[src/rtl/defender_pkg.sv]
// rtl/defender_pkg.sv - shared types and ioctl index codes for the ROM download sequencer
package defender_pkg;

  typedef enum logic [1:0] {
    DL_IDLE  = 2'd0,
    DL_LOAD  = 2'd1,
    DL_DRAIN = 2'd2,
    DL_HOLD  = 2'd3
  } dl_state_t;

  localparam logic [7:0] IDX_ROM = 8'd0;
  localparam logic [7:0] IDX_MOD = 8'd1;
  localparam logic [7:0] IDX_DIP = 8'd254;

endpackage

[src/rtl/dl_sequencer_if.sv]
// rtl/dl_sequencer_if.sv - ioctl / ROM port / control bundle; DL_CHECKSUM_EN adds dl_sum
interface dl_sequencer_if #(parameter int NSW = 8);

  logic              ioctl_download;
  logic [7:0]        ioctl_index;
  logic              ioctl_wr;
  logic [24:0]       ioctl_addr;
  logic [7:0]        ioctl_dout;
  logic              ioctl_wait;
  logic [15:0]       rom_addr;
  logic [7:0]        rom_data;
  logic              rom_req;
  logic              rom_ack;
  logic [7:0]        mod;
  logic [8*NSW-1:0]  dip_sw;
  logic              core_reset;
  logic              dl_busy;
  logic              overflow;
`ifdef DL_CHECKSUM_EN
  logic [15:0]       dl_sum;
`endif

  modport slave (
    input  ioctl_download, ioctl_index, ioctl_wr, ioctl_addr, ioctl_dout, rom_ack,
    output ioctl_wait, rom_addr, rom_data, rom_req, mod, dip_sw, core_reset, dl_busy,
           overflow
`ifdef DL_CHECKSUM_EN
    , output dl_sum
`endif
  );

  modport master (
    output ioctl_download, ioctl_index, ioctl_wr, ioctl_addr, ioctl_dout, rom_ack,
    input  ioctl_wait, rom_addr, rom_data, rom_req, mod, dip_sw, core_reset, dl_busy,
           overflow
`ifdef DL_CHECKSUM_EN
    , input dl_sum
`endif
  );

endinterface

[src/rtl/dl_fifo.sv]
// rtl/dl_fifo.sv - synchronous first-word fall-through FIFO for ROM writes
module dl_fifo #(
  parameter int DEPTH = 4,
  parameter int WIDTH = 24
) (
  input  logic                     clk,
  input  logic                     reset,
  input  logic                     push,
  input  logic [WIDTH-1:0]         push_data,
  input  logic                     pop,
  output logic [WIDTH-1:0]         head,
  output logic [$clog2(DEPTH):0]   count,
  output logic [$clog2(DEPTH):0]   count_next,
  output logic                     full,
  output logic                     empty
);

  localparam int AW = $clog2(DEPTH);
  localparam int CW = AW + 1;

  logic [WIDTH-1:0] mem_q [DEPTH];
  logic [AW-1:0]    wr_ptr_q, wr_ptr_d;
  logic [AW-1:0]    rd_ptr_q, rd_ptr_d;
  logic [CW-1:0]    count_q, count_d;
  logic             do_push, do_pop;

  assign full  = (count_q == CW'(DEPTH));
  assign empty = (count_q == '0);
  assign head  = mem_q[rd_ptr_q];
  assign count      = count_q;
  assign count_next = count_d;

  // A push into a full FIFO only lands when the head leaves in the same cycle.
  always_comb begin
    do_pop   = pop && !empty;
    do_push  = push && (!full || do_pop);
    wr_ptr_d = wr_ptr_q + AW'(do_push);
    rd_ptr_d = rd_ptr_q + AW'(do_pop);
    count_d  = count_q + CW'(do_push) - CW'(do_pop);
  end

  always_ff @(posedge clk) begin
    if (reset) begin
      wr_ptr_q <= '0;
      rd_ptr_q <= '0;
      count_q  <= '0;
    end else begin
      wr_ptr_q <= wr_ptr_d;
      rd_ptr_q <= rd_ptr_d;
      count_q  <= count_d;
    end
  end

  always_ff @(posedge clk) begin
    if (do_push) mem_q[wr_ptr_q] <= push_data;
  end

endmodule

[src/rtl/dl_sequencer.sv]
// rtl/dl_sequencer.sv - ioctl decoder, ROM write FIFO and core reset sequencer; DL_CHECKSUM_EN adds dl_sum
module dl_sequencer
  import defender_pkg::*;
#(
  parameter int FIFO_DEPTH = 4,
  parameter int ROM_SIZE   = 65536,
  parameter int NSW        = 8,
  parameter int RST_HOLD   = 16
) (
  input  logic          clk_sys,
  input  logic          reset,
  dl_sequencer_if.slave bus
);

  localparam int CW = $clog2(FIFO_DEPTH) + 1;
  localparam logic [1:0] S_IDLE  = DL_IDLE;
  localparam logic [1:0] S_LOAD  = DL_LOAD;
  localparam logic [1:0] S_DRAIN = DL_DRAIN;
  localparam logic [1:0] S_HOLD  = DL_HOLD;

  logic [1:0]       state_q, state_d;
  logic [7:0]       hold_q, hold_d;
  logic             wait_q, wait_d;
  logic             ovf_q, ovf_d;
  logic [7:0]       mod_q, mod_d;
  logic [8*NSW-1:0] dip_q, dip_d;

  logic             rom_wr, dip_wr, mod_wr, load_req, pop;
  logic [23:0]      fifo_head;
  logic [CW-1:0]    fifo_count, fifo_count_next;
  logic             fifo_full, fifo_empty;

  assign rom_wr   = bus.ioctl_wr && (bus.ioctl_index == IDX_ROM) &&
                    (bus.ioctl_addr < 25'(ROM_SIZE));
  assign mod_wr   = bus.ioctl_wr && (bus.ioctl_index == IDX_MOD);
  assign dip_wr   = bus.ioctl_wr && (bus.ioctl_index == IDX_DIP);
  assign load_req = bus.ioctl_download && (bus.ioctl_index == IDX_ROM);
  assign pop      = !fifo_empty && bus.rom_ack;

  dl_fifo #(.DEPTH(FIFO_DEPTH), .WIDTH(24)) u_fifo (
    .clk        (clk_sys),
    .reset      (reset),
    .push       (rom_wr),
    .push_data  ({bus.ioctl_addr[15:0], bus.ioctl_dout}),
    .pop        (pop),
    .head       (fifo_head),
    .count      (fifo_count),
    .count_next (fifo_count_next),
    .full       (fifo_full),
    .empty      (fifo_empty)
  );

  // Stall one slot early: hps_io can have one more strobe in flight after wait rises.
  always_comb begin
    wait_d = (fifo_count_next >= CW'(FIFO_DEPTH - 1));
    ovf_d  = ovf_q || (rom_wr && fifo_full && !pop);
    mod_d  = mod_wr ? bus.ioctl_dout : mod_q;
    dip_d  = dip_q;
    if (dip_wr) begin
      for (int k = 0; k < NSW; k++) begin
        if (bus.ioctl_addr == 25'(k)) dip_d[8*k +: 8] = bus.ioctl_dout;
      end
    end
  end

  // DRAIN looks at next occupancy so the hold window starts right at the last pop.
  always_comb begin
    state_d = state_q;
    hold_d  = hold_q;
    case (state_q)
      S_IDLE: begin
        if (load_req) state_d = S_LOAD;
      end
      S_LOAD: begin
        if (!bus.ioctl_download) state_d = S_DRAIN;
      end
      S_DRAIN: begin
        if (load_req) begin
          state_d = S_LOAD;
        end else if (fifo_count_next == '0) begin
          state_d = S_HOLD;
          hold_d  = 8'(RST_HOLD);
        end
      end
      S_HOLD: begin
        if (load_req) begin
          state_d = S_LOAD;
        end else if (hold_q == 8'd1) begin
          state_d = S_IDLE;
        end else begin
          hold_d = hold_q - 8'd1;
        end
      end
    endcase
  end

  always_ff @(posedge clk_sys) begin
    if (reset) begin
      state_q <= S_HOLD;
      hold_q  <= 8'(RST_HOLD);
      wait_q  <= 1'b0;
      ovf_q   <= 1'b0;
      mod_q   <= '0;
      dip_q   <= '0;
    end else begin
      state_q <= state_d;
      hold_q  <= hold_d;
      wait_q  <= wait_d;
      ovf_q   <= ovf_d;
      mod_q   <= mod_d;
      dip_q   <= dip_d;
    end
  end

`ifdef DL_CHECKSUM_EN
  logic [15:0] sum_q, sum_d;

  always_comb begin
    sum_d = (state_q == S_IDLE && load_req) ? 16'd0 : sum_q;
    if (pop) sum_d = sum_d + {8'd0, fifo_head[7:0]};
  end

  always_ff @(posedge clk_sys) begin
    if (reset) sum_q <= '0;
    else       sum_q <= sum_d;
  end

  assign bus.dl_sum = sum_q;
`endif

  assign bus.ioctl_wait = wait_q;
  assign bus.rom_addr   = fifo_head[23:8];
  assign bus.rom_data   = fifo_head[7:0];
  assign bus.rom_req    = !fifo_empty;
  assign bus.mod        = mod_q;
  assign bus.dip_sw     = dip_q;
  assign bus.core_reset = (state_q != S_IDLE);
  assign bus.dl_busy    = (state_q != S_IDLE);
  assign bus.overflow   = ovf_q;

endmodule

[src/flat_wrapper.sv]
// flat-port wrapper written by rule: the top's interface ports become plain ports
module dl_sequencer_flat import defender_pkg::*;
#(
  parameter int FIFO_DEPTH = 4,
  parameter int ROM_SIZE   = 65536,
  parameter int NSW        = 8,
  parameter int RST_HOLD   = 16
)
  (clk_sys, reset, bus_ioctl_download, bus_ioctl_index, bus_ioctl_wr, bus_ioctl_addr, bus_ioctl_dout, bus_rom_ack, bus_ioctl_wait, bus_rom_addr, bus_rom_data, bus_rom_req, bus_mod, bus_dip_sw, bus_core_reset, bus_dl_busy, bus_overflow);
  dl_sequencer_if #(.NSW(NSW)) bus_i ();
  input  logic clk_sys;
  input  logic reset;
  input wire logic [$bits(bus_i.ioctl_download)-1:0] bus_ioctl_download;
  input wire logic [$bits(bus_i.ioctl_index)-1:0] bus_ioctl_index;
  input wire logic [$bits(bus_i.ioctl_wr)-1:0] bus_ioctl_wr;
  input wire logic [$bits(bus_i.ioctl_addr)-1:0] bus_ioctl_addr;
  input wire logic [$bits(bus_i.ioctl_dout)-1:0] bus_ioctl_dout;
  input wire logic [$bits(bus_i.rom_ack)-1:0] bus_rom_ack;
  output wire logic [$bits(bus_i.ioctl_wait)-1:0] bus_ioctl_wait;
  output wire logic [$bits(bus_i.rom_addr)-1:0] bus_rom_addr;
  output wire logic [$bits(bus_i.rom_data)-1:0] bus_rom_data;
  output wire logic [$bits(bus_i.rom_req)-1:0] bus_rom_req;
  output wire logic [$bits(bus_i.mod)-1:0] bus_mod;
  output wire logic [$bits(bus_i.dip_sw)-1:0] bus_dip_sw;
  output wire logic [$bits(bus_i.core_reset)-1:0] bus_core_reset;
  output wire logic [$bits(bus_i.dl_busy)-1:0] bus_dl_busy;
  output wire logic [$bits(bus_i.overflow)-1:0] bus_overflow;
  assign bus_i.ioctl_download = bus_ioctl_download;
  assign bus_i.ioctl_index = bus_ioctl_index;
  assign bus_i.ioctl_wr = bus_ioctl_wr;
  assign bus_i.ioctl_addr = bus_ioctl_addr;
  assign bus_i.ioctl_dout = bus_ioctl_dout;
  assign bus_i.rom_ack = bus_rom_ack;
  assign bus_ioctl_wait = bus_i.ioctl_wait;
  assign bus_rom_addr = bus_i.rom_addr;
  assign bus_rom_data = bus_i.rom_data;
  assign bus_rom_req = bus_i.rom_req;
  assign bus_mod = bus_i.mod;
  assign bus_dip_sw = bus_i.dip_sw;
  assign bus_core_reset = bus_i.core_reset;
  assign bus_dl_busy = bus_i.dl_busy;
  assign bus_overflow = bus_i.overflow;
  dl_sequencer #(.FIFO_DEPTH(FIFO_DEPTH), .ROM_SIZE(ROM_SIZE), .NSW(NSW), .RST_HOLD(RST_HOLD)) u_core (.clk_sys(clk_sys), .reset(reset), .bus(bus_i));
endmodule
[config.mk]
export PLATFORM = sky130hd
export DESIGN_NAME = dl_sequencer_flat
export DESIGN_NICKNAME = d
export VERILOG_FILES = /design/src/rtl/defender_pkg.sv /design/src/rtl/dl_sequencer_if.sv /design/src/rtl/dl_fifo.sv /design/src/rtl/dl_sequencer.sv /design/src/flat_wrapper.sv
export SDC_FILE = /design/constraint.sdc
export NUM_CORES = 1
export LEC_CHECK = 0
export BUFFER_PORTS_ARGS = -buffer_cell sky130_fd_sc_hd__buf_2
export CAP_MARGIN = 40
export CELL_PAD_IN_SITES_DETAIL_PLACEMENT = 0
export CELL_PAD_IN_SITES_GLOBAL_PLACEMENT = 1
export CORE_UTILIZATION = 40
export DETAILED_ROUTE_END_ITERATION = 10
export GPL_TIMING_DRIVEN = 0
export PLACE_DENSITY_LB_ADDON = 0.25
export SLEW_MARGIN = 20
export SYNTH_ARGS = -nofsm -noshare
export SYNTH_HDL_FRONTEND = slang
export SYNTH_SLANG_ARGS = --single-unit
[constraint.sdc]
create_clock -name clk_sys -period 3.3 [get_ports clk_sys]
set_input_delay 0.165 -clock clk_sys [delete_from_list [all_inputs] [get_ports clk_sys]]
set_output_delay 0.165 -clock clk_sys [all_outputs]
set_load 0.01 [all_outputs]
Word level (Yosys, flattened, before mapping)
Memories as Yosys holds them, arrays and structs flattened. A register that Yosys moved wholly into a read port is not among the register bits.
Index checks and enable logic that the tools add are counted.
{"block": "word_totals", "mem_bits_rw": 96, "output_inout_bits": 101, "memories": 1, "ff_bits": 91, "inputBits": 46, "word_cells": 93}
{"block": "op_classes", "n_lt_le_gt_ge": 2, "n_reduce_logical": 32, "eq_ne": 22, "n_addsub": 5, "n_mux": 15}
{"memory": "u_core.u_fifo.mem_q", "depth": 4, "width": 24, "read_ports": 1, "rd_ports_with_merged_regs": 1, "wr": 1, "line": "dl_fifo.sv:21", "rtl": "logic [WIDTH-1:0] mem_q [DEPTH];"}
{"op": "$eq A25 B3 Y1 const B", "count": 4}
{"op": "$eq A25 B2 Y1 const B", "count": 2}
{"op": "$mux W8", "count": 4}
{"op": "$eq A25 B1 Y1 const B", "count": 1}
{"op": "$logic_not A25 Y1", "count": 1}
{"op": "$lt A25 B17 Y1 const B", "count": 1}
{"op": "$eq A8 B1 Y1 const B", "count": 2}
{"op": "$pmux W8 S2", "count": 1}
{"op": "$reduce_and A2 Y1", "count": 8}
{"op": "$mux W2", "count": 7}
{"op": "$logic_and A1 B1 Y1", "count": 10}
{"op": "$eq A8 B8 Y1 const B", "count": 1}
{"op": "$logic_not A8 Y1", "count": 1}
{"op": "$ne A2 B2 Y1 const B", "count": 4}
{"op": "$pmux W2 S4", "count": 1}
{"op": "$sub A8 B1 Y8 const B", "count": 1}
{"op": "$logic_not A3 Y1", "count": 2}
{"op": "$ne A3 B1 Y1 const B", "count": 2}
{"op": "$reduce_and A5 Y1", "count": 1}
{"op": "$add A2 B1 Y2", "count": 2}
{"op": "$eq A2 B2 Y1 const B", "count": 2}
{"op": "$ne A2 B1 Y1 const B", "count": 2}
{"op": "$reduce_and A4 Y1", "count": 1}
{"op": "$reduce_bool A2 Y1", "count": 2}
{"op": "9 further kinds", "count": 13}

Logic depth before layout (Yosys ltp)
Gate-level depths: netlist of run 1.
{"block": "logic_depth", "ltp_word": 12, "depth_mapped": 13, "mapped_depth_nobuf": 12}

By module
A second synthesis of run 1 with hierarchy kept.
{"block": "unflattened", "hier_cells": 523, "area_unflattened_um2": 7552.2}
{"module": "dl_fifo", "n_inst": 1, "cells_per_inst": 164, "area_each_um2": 3891.2, "seq_area_each_um2": 3022.9}
{"module": "dl_sequencer", "n_inst": 1, "cells_per_inst": 359, "area_each_um2": 3661.0, "seq_area_each_um2": 1681.6}

Worst setup path before layout of run 1
No wires, ideal clock.
{"block": "synth_path", "path_type": "input port to flip-flop", "from": "in bus_ioctl_addr[21]", "to": "mem u_core.u_fifo.mem_q[1][0], enable pin", "setup_slack_ns": -0.223, "path_buffers": 1, "path_stages": 5, "setup_ns": 0.440, "arrival_time_ns": 3.082, "t_required_ns": 2.860, "cell_sequence": "nor4_1 > nand3_1 > or4_1 > clkbuf_1 > nor3b_1"}
{"block": "synth_between", "elab_chain_len": 5}
{"element": "start, declared", "line": "flat_wrapper.sv:16", "rtl": "input wire logic [$bits(bus_i.ioctl_addr)-1:0] bus_ioctl_addr;"}
{"element": "$lt A25 B17 Y1", "line": "dl_sequencer.sv:34", "rtl": "(bus.ioctl_addr < 25'(ROM_SIZE));"}
{"element": "$logic_and A1 B1 Y1", "line": "dl_sequencer.sv:33", "rtl": "assign rom_wr = bus.ioctl_wr && (bus.ioctl_index == IDX_ROM) &&"}
{"element": "$logic_and A1 B1 Y1", "line": "dl_fifo.sv:36", "rtl": "do_push = push && (!full || do_pop);"}
{"element": "$mux W1", "line": "dl_fifo.sv:55", "rtl": "if (do_push) mem_q[wr_ptr_q] <= push_data;"}
{"element": "$mux W1 (implied by the code)", "line": "dl_fifo.sv:55"}
{"element": "end, declared", "line": "dl_fifo.sv:21"}
Every way passes these cells.

Final worst setup path of run 1
{"block": "layout_path", "from": "reg u_core.u_fifo.count_q[1] (netlist: u_core.u_fifo.count[1])", "to": "reg u_core.hold_q[2]"}
{"block": "layout_between", "elab_chain_len": 11, "word_cells_on_any_way": 13, "cone_classes": "add/sub (2); eq/ne (2); reduce/logical (9)"}
{"element": "start, declared", "line": "dl_fifo.sv:24", "rtl": "logic [CW-1:0] count_q, count_d;"}
{"element": "start signal, assigned", "line": "dl_fifo.sv:50", "rtl": "count_q <= count_d;"}
{"element": "$logic_not A3 Y1", "line": "dl_fifo.sv:28", "rtl": "assign empty = (count_q == '0);"}
{"element": "$logic_not A1 Y1", "line": "dl_fifo.sv:35, dl_sequencer.sv:38"}
{"element": "$logic_and A1 B1 Y1", "line": "dl_sequencer.sv:38", "rtl": "assign pop = !fifo_empty && bus.rom_ack;"}
{"element": "$logic_and A1 B1 Y1", "line": "dl_fifo.sv:35", "rtl": "do_pop = pop && !empty;"}
{"element": "$logic_or A1 B1 Y1", "line": "dl_fifo.sv:36"}
{"element": "$logic_and A1 B1 Y1", "line": "dl_fifo.sv:36"}
{"element": "$add A3 B1 Y3", "line": "dl_fifo.sv:39", "rtl": "count_d = count_q + CW'(do_push) - CW'(do_pop);"}
{"element": "$sub A3 B1 Y3 (*)", "line": "dl_fifo.sv:39"}
{"element": "$logic_not A3 Y1 (*)", "line": "dl_sequencer.sv:80", "rtl": "end else if (fifo_count_next == '0) begin"}
{"element": "$ne A2 B1 Y1 (no source line) (*)"}
{"element": "$reduce_and A5 Y1 (no source line) (*)"}
{"element": "end signal, assigned", "line": "dl_sequencer.sv:100", "rtl": "hold_q <= 8'(RST_HOLD);"}
{"element": "end signal, assigned", "line": "dl_sequencer.sv:107", "rtl": "hold_q <= hold_d;"}
{"element": "end, declared", "line": "dl_sequencer.sv:22", "rtl": "logic [7:0] hold_q, hold_d;"}
Mark *: on every way between the ends. The rest lies on a longest branch, timed or not.
A chain may end at the register's enable or synchronous reset.

==> metrics.yaml, run 1 <==
ios: 147
nets: 752
critPathSlowestCell: "or4_4"
areaGrowthSynthToFinish_pct: 25.6
antenna_cells: 0
ys_async_sr_fraction_pct: 0
crit_required_ns: 3.62
power.leakage_nw: 3.92
routedWlPerCell_um: 18.2
cts_buffers: 17
hold_violations: 0
cp_max_fo: 6
fin_skew_ns: 0.00731
die_h_um: 138
r2r-start: "u_core.u_fifo.count[1]$_SDFF_PP0_"
tns_ns: 0
netlist_area_mm2: 0.00735
cts_sinks: 187
cp-start-kind: "flop"
rrSetupSlack_ns: 0.18
synth_cells: 513
postCtsSetupBuffers: 0
status: "finished, final reports clean"
dp_slack_ns: -0.708
yosysWarnings: 0
clkTransAtPathRegs_ns: 0.07
grt_first_pass_wirelength_um: 26100
drv_cap: 0
grt_overflow: 0
path_delay_family: "simple AND/OR/NAND/NOR gates"
ys_types: 54
htree_num_levels: 4
slew_viol_final: 0
path_class: "reg -> reg"
fin_crit_ns: 3.12
cpPeakStageDelay_ns: 0.62
r2r_cells: 11
antenna_found_initial: 0
drt_iter0_drc: 189
dp_hpwl_um: 12100
chipWidth_um: 138
synth_edf_count: 96
grt_pass1_vias: 4808
multi_input_area_mm2: 0.00258
endpoint: "u_core.hold_q[2]$_SDFFE_PP0P_"
synth-seq-area-share_pct: 64.0
viasPerCell: 4.99
post-route-period-util_pct: 94.4
synth-seq-cells: 187
avgSynthCellArea_um2: 14.3
synth_ff_type: "edfxtp_1"
startpoint: "u_core.u_fifo.count[1]$_SDFF_PP0_"
final_antenna_net_count: 0
cp_cell_sequence: "nor4b_1 -> or4_4 -> ha_1 -> inv_1 -> ha_1 -> inv_1 -> fa_1 -> xnor3_2 -> nand4bb_4 -> a211o_1 -> a31o_1"
die_area_mm2: 0.0189
gp_congestion: 0.783
drc: 0
rows: 49
hp-class: "in -> reg"
layout-drive-gt1-share_pct: 33.1
clockBufferDepth: 2
num-fill-cells: 1603
setup_violations: 0
critPathBufInv: 2
wl_um: 17100
regArea_mm2: 0.00470
timing.slew.headroom_pct: 49.6
crit_path_end_kind: "flop"
clock.fmax_mhz: 321
grtUsageTotal_pct: 19.1
cts_tree: "yes"
power_density_mw_per_mm2: 605
finalWorstSetupSlack_ns: 0.185
synth_nets: 566
drtPass1Iterations: 4
start_util_pct: 40.9
grt_max_degree: 25
io_buffer_count: 146
rsz0062_at_grt: "false"
worstSkewPairLatency_ns: 0.43
cp.depth: 11
vias: 4699
root_buffer: "clkbuf_16"
max_slew.worst_pin.slew_ns: 0.748
core-area_mm2: 0.0180
arrival_ns: 3.43
peakVddDrop_uv: 381
r2r-end: "u_core.hold_q[2]$_SDFFE_PP0P_"
-- cell families (layout without fill, tap and decap cells) --
group | after synthesis | after routing | synth area share [%]
compound gates | 22 | 22 | 2.35
fa+ha+maj | 7 | 7 | 1.29
xor+xnor | 3 | 3 | 0.545
mux | 96 | 96 | 17.2
simple gates | 167 | 167 | 12.8
flops | 187 | 187 | 64.0
buf+inv | 31 | 230 | 1.79
-- worst min path at each step --
stage                       start                              endpoint  slack, ns  depth (start not counted)
4_1_cts         bus_ioctl_dout[1]   u_core.u_fifo.mem_q[3][1]$_DFFE_PP_      0.005                          1
3_5_place_dp    bus_ioctl_addr[8]  u_core.u_fifo.mem_q[0][16]$_DFFE_PP_       0.40                          1
5_1_grt         bus_ioctl_dout[0]   u_core.u_fifo.mem_q[2][0]$_DFFE_PP_      0.005                          1
6_report        bus_ioctl_dout[0]   u_core.u_fifo.mem_q[0][0]$_DFFE_PP_       0.01                          1
2_1_floorplan   bus_ioctl_dout[0]   u_core.u_fifo.mem_q[0][0]$_DFFE_PP_       0.26                          0
3_3_place_gp   bus_ioctl_addr[10]  u_core.u_fifo.mem_q[0][18]$_DFFE_PP_       0.39                          1
-- per-stage QoR --
| stage | hold WS [ns] | cell area (um^2) | util, % | power, mW | std cells |
|---|---|---|---|---|---|
| after CTS | 0.00492 | 9230 | 51.4 | 5.62 | 941 |
| final | 0.0134 | 9230 | 51.4 | 5.58 | 941 |
| after global placement | 0.391 | 8380 | 46.7 | 3.63 | 888 |
| after detailed placement | 0.404 | 8460 | 47.1 | 3.65 | 892 |
| after floorplan | 0.264 | 7360 | - | 3.33 | 513 |
| after global routing | 0.00535 | 9230 | 51.4 | 5.84 | 941 |
-- report_power, final --
part,leakage (nW),switching (mW),total (mW),internal [mW]
clock,0.278,0.881,1.94,1.06
sequential,1.60,0.0627,2.57,2.51
combinational,2.04,0.560,1.07,0.511
-- registers in the layout (all words and copies together) (netlist names) --
| register | flops |
|---|---|
| u_core.bus.overflow | 1 |
| u_core.bus.dip_sw | 64 |
| u_core.u_fifo.wr_ptr_q | 2 |
| u_core.u_fifo.count | 3 |
| u_core.state_q | 2 |
| u_core.bus.mod | 8 |
| u_core.u_fifo.rd_ptr_q | 2 |
| u_core.hold_q | 8 |
| u_core.u_fifo.mem_q | 96 |
| u_core.bus.ioctl_wait | 1 |
-- synthesized netlist by cell type, types with 2 or more instances --
cell | count | area, um^2
nor4_1 | 3 | 18.8
and3_1 | 3 | 18.8
nand3_4 | 7 | 123
inv_1 | 7 | 26.3
nor3_1 | 7 | 35.0
nand2b_1 | 3 | 18.8
o2bb2ai_1 | 2 | 17.5
or4_1 | 2 | 15.0
o22ai_1 | 3 | 18.8
a211oi_1 | 5 | 37.5
mux2i_1 | 72 | 721
a41oi_1 | 2 | 17.5
nand2_1 | 86 | 323
or3_1 | 3 | 18.8
or4_4 | 2 | 22.5
mux4_2 | 24 | 541
nor4_2 | 3 | 37.5
nand3_1 | 6 | 30.0
buf_2 | 3 | 15.0
nor2_1 | 18 | 67.6
xnor2_1 | 2 | 17.5
clkbuf_1 | 17 | 63.8
dfxtp_1 | 91 | 1820
edfxtp_1 | 96 | 2880
inv_2 | 2 | 7.51
nor4_4 | 2 | 42.5
nor2b_1 | 5 | 31.3
nor3b_1 | 3 | 22.5
nand4b_1 | 2 | 17.5
ha_1 | 6 | 75.1
nand4_1 | 3 | 18.8
-- routing by layer --
metal | up-vias | GRT usage, % | part of all wire, %
li1 | 2287 | - | -
met1 | 2278 | 23.1 | 42
met2 | 114 | 32.2 | 50
met3 | 20 | 5.85 | 6.1
met4 | 0 | 6.41 | 1.7
met5 | - | 0 | 0
-- layout make-up --
cell class | count | area share (%)
clock inverters | 12 | 0.881
plain buffers | 21 | 1.02
well taps | 229 | 3.10
inverters | 9 | 0.366
clock buffers | 20 | 5.19
multi-input cells | 295 | 28.0
repair buffers | 168 | 10.5
flip-flops and latches | 187 | 51.0
-- timing repair --
item                       in CTS  in global routing
gates resized for setup         4                  1
hold buffers                   18                  0
setup endpoints to repair       6                  1
hold endpoints to repair       72                  0
-- layout by cell type (no fill, tap or decap), types with 17 or more instances in the layout --
cell type	count
dfxtp_1	91
edfxtp_1	96
dlygate4sd3_1	18
mux4_2	24
clkbuf_1	17
nand2_1	86
mux2i_1	72
clkbuf_16	19
buf_2	149
nor2_1	18
(Power assumes the default switching activity.)
==> run 2, diff against run 1 <==
--- a/config.mk
+++ b/config.mk
@@ -7,12 +7,11 @@
 export LEC_CHECK = 0
 export BUFFER_PORTS_ARGS = -buffer_cell sky130_fd_sc_hd__buf_2
 export CAP_MARGIN = 40
-export CELL_PAD_IN_SITES_DETAIL_PLACEMENT = 0
-export CELL_PAD_IN_SITES_GLOBAL_PLACEMENT = 1
-export CORE_UTILIZATION = 40
+export CORE_UTILIZATION = 49
 export DETAILED_ROUTE_END_ITERATION = 10
 export GPL_TIMING_DRIVEN = 0
 export PLACE_DENSITY_LB_ADDON = 0.25
+export REMOVE_ABC_BUFFERS = 1
 export SLEW_MARGIN = 20
 export SYNTH_ARGS = -nofsm -noshare
 export SYNTH_HDL_FRONTEND = slang
==> run 2 against run 1 <==
Via count rose by 1.2%; worst hold slack improved by 0.0073 ns; final cell count fell by 6.4%; critical path depth did not move; first-iteration DRC count rose by 40%; critical endpoint unchanged.
==> metrics.yaml, run 2 (synthesis results as in run 1) <==
status: "finished, final reports clean"  # unchanged
regArea_mm2: 0.00471  # was 0.00470 mm^2
finalWorstSetupSlack_ns: 0.188  # was 0.185 ns
rows: 44  # was 49
cp-start-kind: "flop"  # unchanged
rsz0062_at_grt: "false"  # unchanged
crit_required_ns: 3.62  # about the same
areaGrowthSynthToFinish_pct: 23.6  # was 25.6%
max_slew.worst_pin.slew_ns: 0.768  # was 0.748 ns
grt_pass1_vias: 4983  # was 4808
hold_start: "bus_ioctl_dout[4]"  # was bus_ioctl_dout[0]
path_class: "reg -> reg"  # unchanged
grtUsageTotal_pct: 21.9  # was 19.1%
drt_iter0_drc: 264  # was 189
io_buffer_count: 146  # unchanged
grt_first_pass_wirelength_um: 26300  # was 26100 um
critPathSlowestCell: "or4_4"  # unchanged
r2r_cells: 11  # unchanged
ios: 147  # unchanged
core-area_mm2: 0.0146  # was 0.0180 mm^2
gp_congestion: 0.799  # was 0.783
path_delay_family: "simple AND/OR/NAND/NOR gates"  # unchanged
min_to: "u_core.u_fifo.mem_q[3][4]$_DFFE_PP_"  # was u_core.u_fifo.mem_q[0][0]$_DFFE_PP_
met2_usage_pct: 36.7  # was 32.2%
routedWlPerCell_um: 18.3  # was 18.2 um
mostFrequentLayoutCells: "146 x buf_2, 96 x edfxtp_1, 88 x dfxtp_1, 86 x nand2_1, 72 x mux2i_1"  # was 149 x buf_2, 96 x edfxtp_1, 91 x dfxtp_1, 86 x nand2_1, 72 x mux2i_1
wl_um: 16100  # was 17100 um
arrival_ns: 3.43  # about the same
cpPeakStageDelay_ns: 0.59  # was 0.62 ns
htree_num_levels: 4  # unchanged
use_met3_pct: 7.17  # was 5.85%
clock.fmax_mhz: 321  # about the same
antenna_found_initial: 0  # unchanged
dp_hpwl_um: 10900  # was 12100 um
num-fill-cells: 1105  # was 1603
grt_busiest_layer: "met2"  # unchanged
whs_path_depth: 1  # unchanged
final_util_pct: 62.3  # was 51.4%
cts_sinks: 187  # unchanged
setup_violations: 0  # unchanged
hp-class: "in -> reg"  # unchanged
critPathBufInv: 2  # unchanged
cp_cell_sequence: "nor4b_1 -> or4_4 -> ha_1 -> inv_1 -> ha_1 -> inv_1 -> fa_1 -> xnor3_1 -> nand4bb_2 -> a211o_1 -> a31o_1"  # was nor4b_1 -> or4_4 -> ha_1 -> inv_1 -> ha_1 -> inv_1 -> fa_1 -> xnor3_2 -> nand4bb_4 -> a211o_1 -> a31o_1
final_antenna_net_count: 0  # unchanged
vias: 4754  # was 4699
r2r-end: "u_core.hold_q[2]$_SDFFE_PP0P_"  # unchanged
clockBufferDepth: 2  # unchanged
worstSkewPairLatency_ns: 0.43  # about the same
dp_slack_ns: -0.337  # was -0.708 ns
cts_tree: "yes"  # unchanged
crit_path_end_kind: "flop"  # unchanged
antenna_cells: 0  # unchanged
r2r-start: "u_core.u_fifo.count[2]$_SDFF_PP0_"  # was u_core.u_fifo.count[1]$_SDFF_PP0_
tns_ns: 0  # unchanged
die_h_um: 124  # was 138 um
cp_max_fo: 6  # unchanged
fin_crit_ns: 3.11  # was 3.12 ns
cp.depth: 11  # unchanged
multi_input_area_mm2: 0.00254  # was 0.00258 mm^2
grt_max_degree: 81  # was 25
gr-usage-met1_pct: 26.5  # was 23.1%
grt_overflow: 0  # unchanged
drtPass1Iterations: 4  # unchanged
die_area_mm2: 0.0155  # was 0.0189 mm^2
stdcell_count: 881  # was 941
postCtsSetupBuffers: 0  # unchanged
post-route-period-util_pct: 94.3  # was 94.4%
largest_reg_flops: 96  # unchanged
hold_violations: 0  # unchanged
clkTransAtPathRegs_ns: 0.06  # was 0.07 ns
viasPerCell: 5.40  # was 4.99
peakVddDrop_uv: 334  # was 381 uV
dp_cells: 831  # was 892
layout-drive-gt1-share_pct: 33.7  # was 33.1%
drc: 0  # unchanged
fin_skew_ns: 0.00821  # was 0.00731 ns
cts_buffers: 17  # unchanged
start_util_pct: 50.4  # was 40.9%
power_density_mw_per_mm2: 606  # was 605 mW/mm^2
layout_commonest_cell: "buf_2"  # unchanged
chipWidth_um: 124  # was 138 um
power_mw: 5.50  # was 5.58 mW
timing.slew.headroom_pct: 48.8  # was 49.6%
drv_cap: 0  # unchanged
regMostFlops: "u_core.u_fifo.mem_q"  # unchanged
rrSetupSlack_ns: 0.19  # was 0.18 ns
slew_viol_final: 0  # unchanged
root_buffer: "clkbuf_16"  # unchanged
nets: 737  # was 752
power.leakage_nw: 3.91  # was 3.92 nW
run 2: changes by cell type in the layout (fill, tap and decap cells not counted), moves of 3 or more:
cell,previous run,this run
buf_2,149,146
dfxtp_2,0,3
buf_4,1,4
buf_8,3,0
dfxtp_1,91,88
clkbuf_8,0,5
buf_6,2,5
clkbuf_1,17,4
inv_6,4,1
run 2: area by class of cell:
cell class	count	area share, %
clock buffer	26	5.61
timing repair buffer	174	11.3
inverter	9	0.400
multi-input combinational	295	27.9
tap	184	2.53
clock inverter	6	0.400
sequential	187	51.8
run 2: report_power, final:
group	switching [mW]	internal, mW	leakage, nW	total, mW
Sequential	0.136	2.51	1.60	2.65
Clock	0.826	1.07	0.275	1.89
Combinational	0.451	0.512	2.03	0.963
Total	1.41	4.09	3.91	5.50
run 2: worst max path at each step:
stage | to | startpoint | slack, ns
2_1_floorplan | u_core.u_fifo.mem_q[1][0]$_DFFE_PP_ | bus_ioctl_addr[21] | -0.20
3_3_place_gp | u_core.u_fifo.mem_q[1][17]$_DFFE_PP_ | bus_ioctl_addr[21] | -1.75
3_5_place_dp | u_core.hold_q[2]$_SDFFE_PP0P_ | bus_ioctl_index[3] | -0.34
4_1_cts | u_core.hold_q[2]$_SDFFE_PP0P_ | u_core.u_fifo.count[1]$_SDFF_PP0_ | 0.02
5_1_grt | u_core.hold_q[2]$_SDFFE_PP0P_ | u_core.u_fifo.count[2]$_SDFF_PP0_ | 0.04
6_report | u_core.hold_q[2]$_SDFFE_PP0P_ | u_core.u_fifo.count[2]$_SDFF_PP0_ | 0.19
run 2: what timing repair did:
item                       4_1_cts  5_1_grt
hold buffers                    18        0
gates resized for setup          1        2
hold endpoints to repair        71        0
setup endpoints to repair        2        3
run 2: worst register-to-register path, cell delays in order (launching register included):
cell	delay, ns
dfxtp_1	0.32
nor4b_1	0.15
or4_4	0.59
ha_1	0.30
inv_1	0.06
ha_1	0.14
inv_1	0.05
fa_1	0.37
xnor3_1	0.27
nand4bb_2	0.22
a211o_1	0.32
a31o_1	0.21
run 2: layer usage:
layer	wire length, um	share of wire (%)
met5	0	0
met4	240	1.5
met3	1070	6.6
met2	7880	49
met1	6940	43
run 2: per-stage QoR:
stage | hold slack [ns] | area, um^2
after floorplan | 0.237 | 7250
after global placement | 0.395 | 8210
after detailed placement | 0.399 | 8350
after CTS | 0.00314 | 9080
after global routing | 0.0175 | 9080
final | 0.0206 | 9080
==> run 3, diff against run 2 <==
--- a/config.mk
+++ b/config.mk
@@ -5,9 +5,10 @@
 export SDC_FILE = /design/constraint.sdc
 export NUM_CORES = 1
 export LEC_CHECK = 0
+export ABC_AREA = 1
 export BUFFER_PORTS_ARGS = -buffer_cell sky130_fd_sc_hd__buf_2
 export CAP_MARGIN = 40
-export CORE_UTILIZATION = 49
+export CORE_UTILIZATION = 50
 export DETAILED_ROUTE_END_ITERATION = 10
 export GPL_TIMING_DRIVEN = 0
 export PLACE_DENSITY_LB_ADDON = 0.25
@@ -16,3 +17,4 @@
 export SYNTH_ARGS = -nofsm -noshare
 export SYNTH_HDL_FRONTEND = slang
 export SYNTH_SLANG_ARGS = --single-unit
+export TNS_END_PERCENT = 10
==> run 3 against run 2 <==
Non-clock buffer count up 1; synthesized cell count is 69% higher; via count rose by 33%; setup slack improved by 0.20 ns; register-to-register slack better by 0.20 ns; final cell count up 39%; critical path depth grew 6.
==> metrics.yaml, run 3 <==
peakVddDrop_uv: 401  # was 334 uV
viasPerCell: 5.15  # was 5.40
r2r-start: "u_core.u_fifo.count[1]$_SDFF_PP0_"  # was u_core.u_fifo.count[2]$_SDFF_PP0_
antenna_found_initial: 0  # unchanged
r2r-end: "u_core.hold_q[3]$_SDFFE_PP0P_"  # was u_core.hold_q[2]$_SDFFE_PP0P_
avgSynthCellArea_um2: 9.02  # was 14.3 um^2
stdcell_count: 1227  # was 881
die_area_mm2: 0.0161  # was 0.0155 mm^2
cp_cell_sequence: "nor2_1 -> nand3_1 -> inv_1 -> nor2_2 -> inv_1 -> ha_1 -> inv_1 -> ha_1 -> inv_1 -> fa_1 -> inv_1 -> nor2_1 -> nand3_1 -> nand2_2 -> nand2_1 -> nand2_1 -> a21oi_1"  # was nor4b_1 -> or4_4 -> ha_1 -> inv_1 -> ha_1 -> inv_1 -> fa_1 -> xnor3_1 -> nand4bb_2 -> a211o_1 -> a31o_1
ys_types: 28  # was 54
power.leakage_nw: 3.97  # was 3.91 nW
root_buffer: "clkbuf_16"  # unchanged
clockBufferDepth: 2  # unchanged
dp_cells: 1172  # was 831
synth_top_area_cell: "edfxtp_1"  # unchanged
finalWorstSetupSlack_ns: 0.387  # was 0.188 ns
ys_async_sr_fraction_pct: 0  # unchanged
crit_top_cell: "inv_1"
clkTransAtPathRegs_ns: 0.07  # was 0.06 ns
stdcell_area_mm2: 0.00967  # was 0.00908 mm^2
mostFrequentLayoutCells: "225 x nor2_1, 146 x buf_2, 119 x nand2_1, 96 x edfxtp_1, 92 x nand3_1"  # was 146 x buf_2, 96 x edfxtp_1, 88 x dfxtp_1, 86 x nand2_1, 72 x mux2i_1
start_util_pct: 51.4  # was 50.4%
place_area_mm2: 0.00880  # was 0.00835 mm^2
die_h_um: 127  # was 124 um
slew_viol_final: 0  # unchanged
critPathSlowestCell: "fa_1"  # was or4_4
status: "finished, final reports clean"  # unchanged
cts_tree: "yes"  # unchanged
synth_cells: 866  # was 513
r2r_cells: 17  # was 11
hp-class: "in -> reg"  # unchanged
cts_buffers: 17  # unchanged
cp_max_fo: 9  # was 6
wl_met1_um: 8010  # was 6940 um
htree_num_levels: 4  # unchanged
crit_required_ns: 3.60  # was 3.62 ns
largest_reg_flops: 96  # unchanged
drt_iter0_drc: 492  # was 264
endpoint: "u_core.hold_q[3]$_SDFFE_PP0P_"  # was u_core.hold_q[2]$_SDFFE_PP0P_
synth_ff_type: "edfxtp_1"  # unchanged
layout_commonest_cell: "nor2_1"  # was buf_2
post-route-period-util_pct: 88.3  # was 94.3%
dp_slack_ns: 0.000392  # was -0.337 ns
critPathBufInv: 5  # was 2
timing.slew.headroom_pct: 47.3  # was 48.8%
yosysWarnings: 0  # unchanged
clock.fmax_mhz: 343  # was 321 MHz
met2_length_um: 8710  # was 7880 um
core-area_mm2: 0.0152  # was 0.0146 mm^2
hold_violations: 0  # unchanged
fin_crit_ns: 2.91  # was 3.11 ns
tns_ns: 0  # unchanged
nets: 1079  # was 737
chipWidth_um: 127  # was 124 um
wl_um: 18000  # was 16100 um
synth-seq-cells: 187  # unchanged
max_slew.worst_pin.slew_ns: 0.789  # was 0.768 ns
layout-drive-gt1-share_pct: 21.7  # was 33.7%
grt_max_degree: 75  # was 81
rsz0062_at_grt: "false"  # unchanged
grt_overflow: 0  # unchanged
setup_violations: 0  # unchanged
routedWlPerCell_um: 14.7  # was 18.3 um
arrival_ns: 3.22  # was 3.43 ns
crit_path_end_kind: "flop"  # unchanged
synth_top_area_share_pct: 36.9  # was 39.2%
top_layer_used: "met4"  # unchanged
cp-start-kind: "flop"  # unchanged
drv_cap: 0  # unchanged
cp.depth: 17  # was 11
synth-seq-area-share_pct: 60.2  # was 64.0%
whs_path_depth: 1  # unchanged
synth_most_common_cell: "nor2_1"  # was edfxtp_1
grt_first_pass_wirelength_um: 28900  # was 26300 um
netlist_area_mm2: 0.00781  # was 0.00735 mm^2
rows: 45  # was 44
drtPass1Iterations: 5  # was 4
ios: 147  # unchanged
gp_congestion: 0.806  # was 0.799
dp_hpwl_um: 11700  # was 10900 um
drc: 0  # unchanged
synthTopCellsByCount: "230 x nor2_1, 120 x nand2_1, 96 x edfxtp_1"  # was 96 x edfxtp_1, 91 x dfxtp_1, 86 x nand2_1
fin_skew_ns: 0.00513  # was 0.00821 ns
startpoint: "u_core.u_fifo.count[1]$_SDFF_PP0_"  # was u_core.u_fifo.count[2]$_SDFF_PP0_
antenna_cells: 0  # unchanged
vias: 6319  # was 4754
worstSkewPairLatency_ns: 0.43  # about the same
areaGrowthSynthToFinish_pct: 23.9  # was 23.6%
path_class: "reg -> reg"  # unchanged
wl_met3_um: 985  # was 1070 um
regMostFlops: "u_core.u_fifo.mem_q"  # unchanged
path_delay_family: "simple AND/OR/NAND/NOR gates"  # unchanged
cpPeakStageDelay_ns: 0.51  # was 0.59 ns
synthTopCellsByArea: "edfxtp_1 37%, dfxtp_1 23%, nor2_1 11%"  # was edfxtp_1 39%, dfxtp_1 25%, mux2i_1 9.8%
synth_edf_count: 96  # unchanged
grtUsageTotal_pct: 23.2  # was 21.9%
rrSetupSlack_ns: 0.39  # was 0.19 ns
grt_pass1_vias: 5766  # was 4983
power_density_mw_per_mm2: 636  # was 606 mW/mm^2
cts_sinks: 187  # unchanged
io_buffer_count: 146  # unchanged
final_antenna_net_count: 0  # unchanged
-- run 3: repair_timing --
action	CTS	global route
buffers inserted	0	0
gates resized for setup	0	2
hold endpoints to repair	92	0
setup endpoints to repair	0	8
hold buffers	23	0
-- run 3: per-layer routing --
metal | up-vias | global-route usage [%]
li1 | 3196 | -
met3 | 25 | 4.65
met1 | 2908 | 30.6
met4 | 0 | 9.03
met2 | 190 | 38.0
met5 | - | 0
-- run 3: stage by stage --
step	hold WS [ns]	util [%]	power [mW]
finish	0.0220	63.6	6.15
global route	0.0183	63.6	6.46
global placement	0.396	56.8	3.94
detailed placement	0.400	57.9	3.99
CTS	0.00625	63.6	6.18
floorplan	0.234	-	3.51
-- run 3: cell families (layout without fill, tap and decap cells) --
family	after synthesis	in the layout	share of synthesized area (%)
buf+inv	91	264	4.57
simple gates	476	476	26.7
flops	187	187	60.2
compound gates	102	102	6.92
fa+ha+maj	7	7	1.22
xor+xnor	3	3	0.337
-- run 3: report_power, final --
part	internal, mW	total, mW	switching (mW)
clock	1.28	2.19	0.901
combinational	0.514	1.36	0.848
sequential	2.51	2.60	0.0961
total	4.31	6.15	1.85
-- run 3: how the worst min path moves through the flow --
stage | start | endpoint | slack (ns)
after CTS | bus_ioctl_addr[1] | u_core.u_fifo.mem_q[2][9]$_DFFE_PP_ | 0.006
after global placement | bus_ioctl_addr[10] | u_core.u_fifo.mem_q[3][18]$_DFFE_PP_ | 0.40
after global routing | bus_ioctl_addr[1] | u_core.u_fifo.mem_q[0][9]$_DFFE_PP_ | 0.02
final | bus_ioctl_addr[1] | u_core.u_fifo.mem_q[1][9]$_DFFE_PP_ | 0.02
after detailed placement | bus_ioctl_addr[10] | u_core.u_fifo.mem_q[3][18]$_DFFE_PP_ | 0.40
after floorplan | reset | u_core.hold_q[0]$_SDFFE_PP0P_ | 0.23
-- run 3: area by class of cell --
| type | instances | area, um^2 |
|---|---|---|
| timing repair buffer | 175 | 1090 |
| tap | 188 | 235 |
| inverter | 57 | 219 |
| clock inverter | 15 | 211 |
| sequential | 187 | 4710 |
| fill | 1308 | 5530 |
| clock buffer | 17 | 425 |
| multi-input combinational | 588 | 2780 |
-- run 3: worst register-to-register path, delay by kind of cell (launching register included) --
family | cells | cell delay (ns)
adder cells (fa/ha/maj) | 3 | 0.90
buffers and inverters | 5 | 0.27
flip-flops | 1 | 0.40
AO/OA/AOI/OAI | 1 | 0.07
AND/OR/NAND/NOR | 8 | 1.16
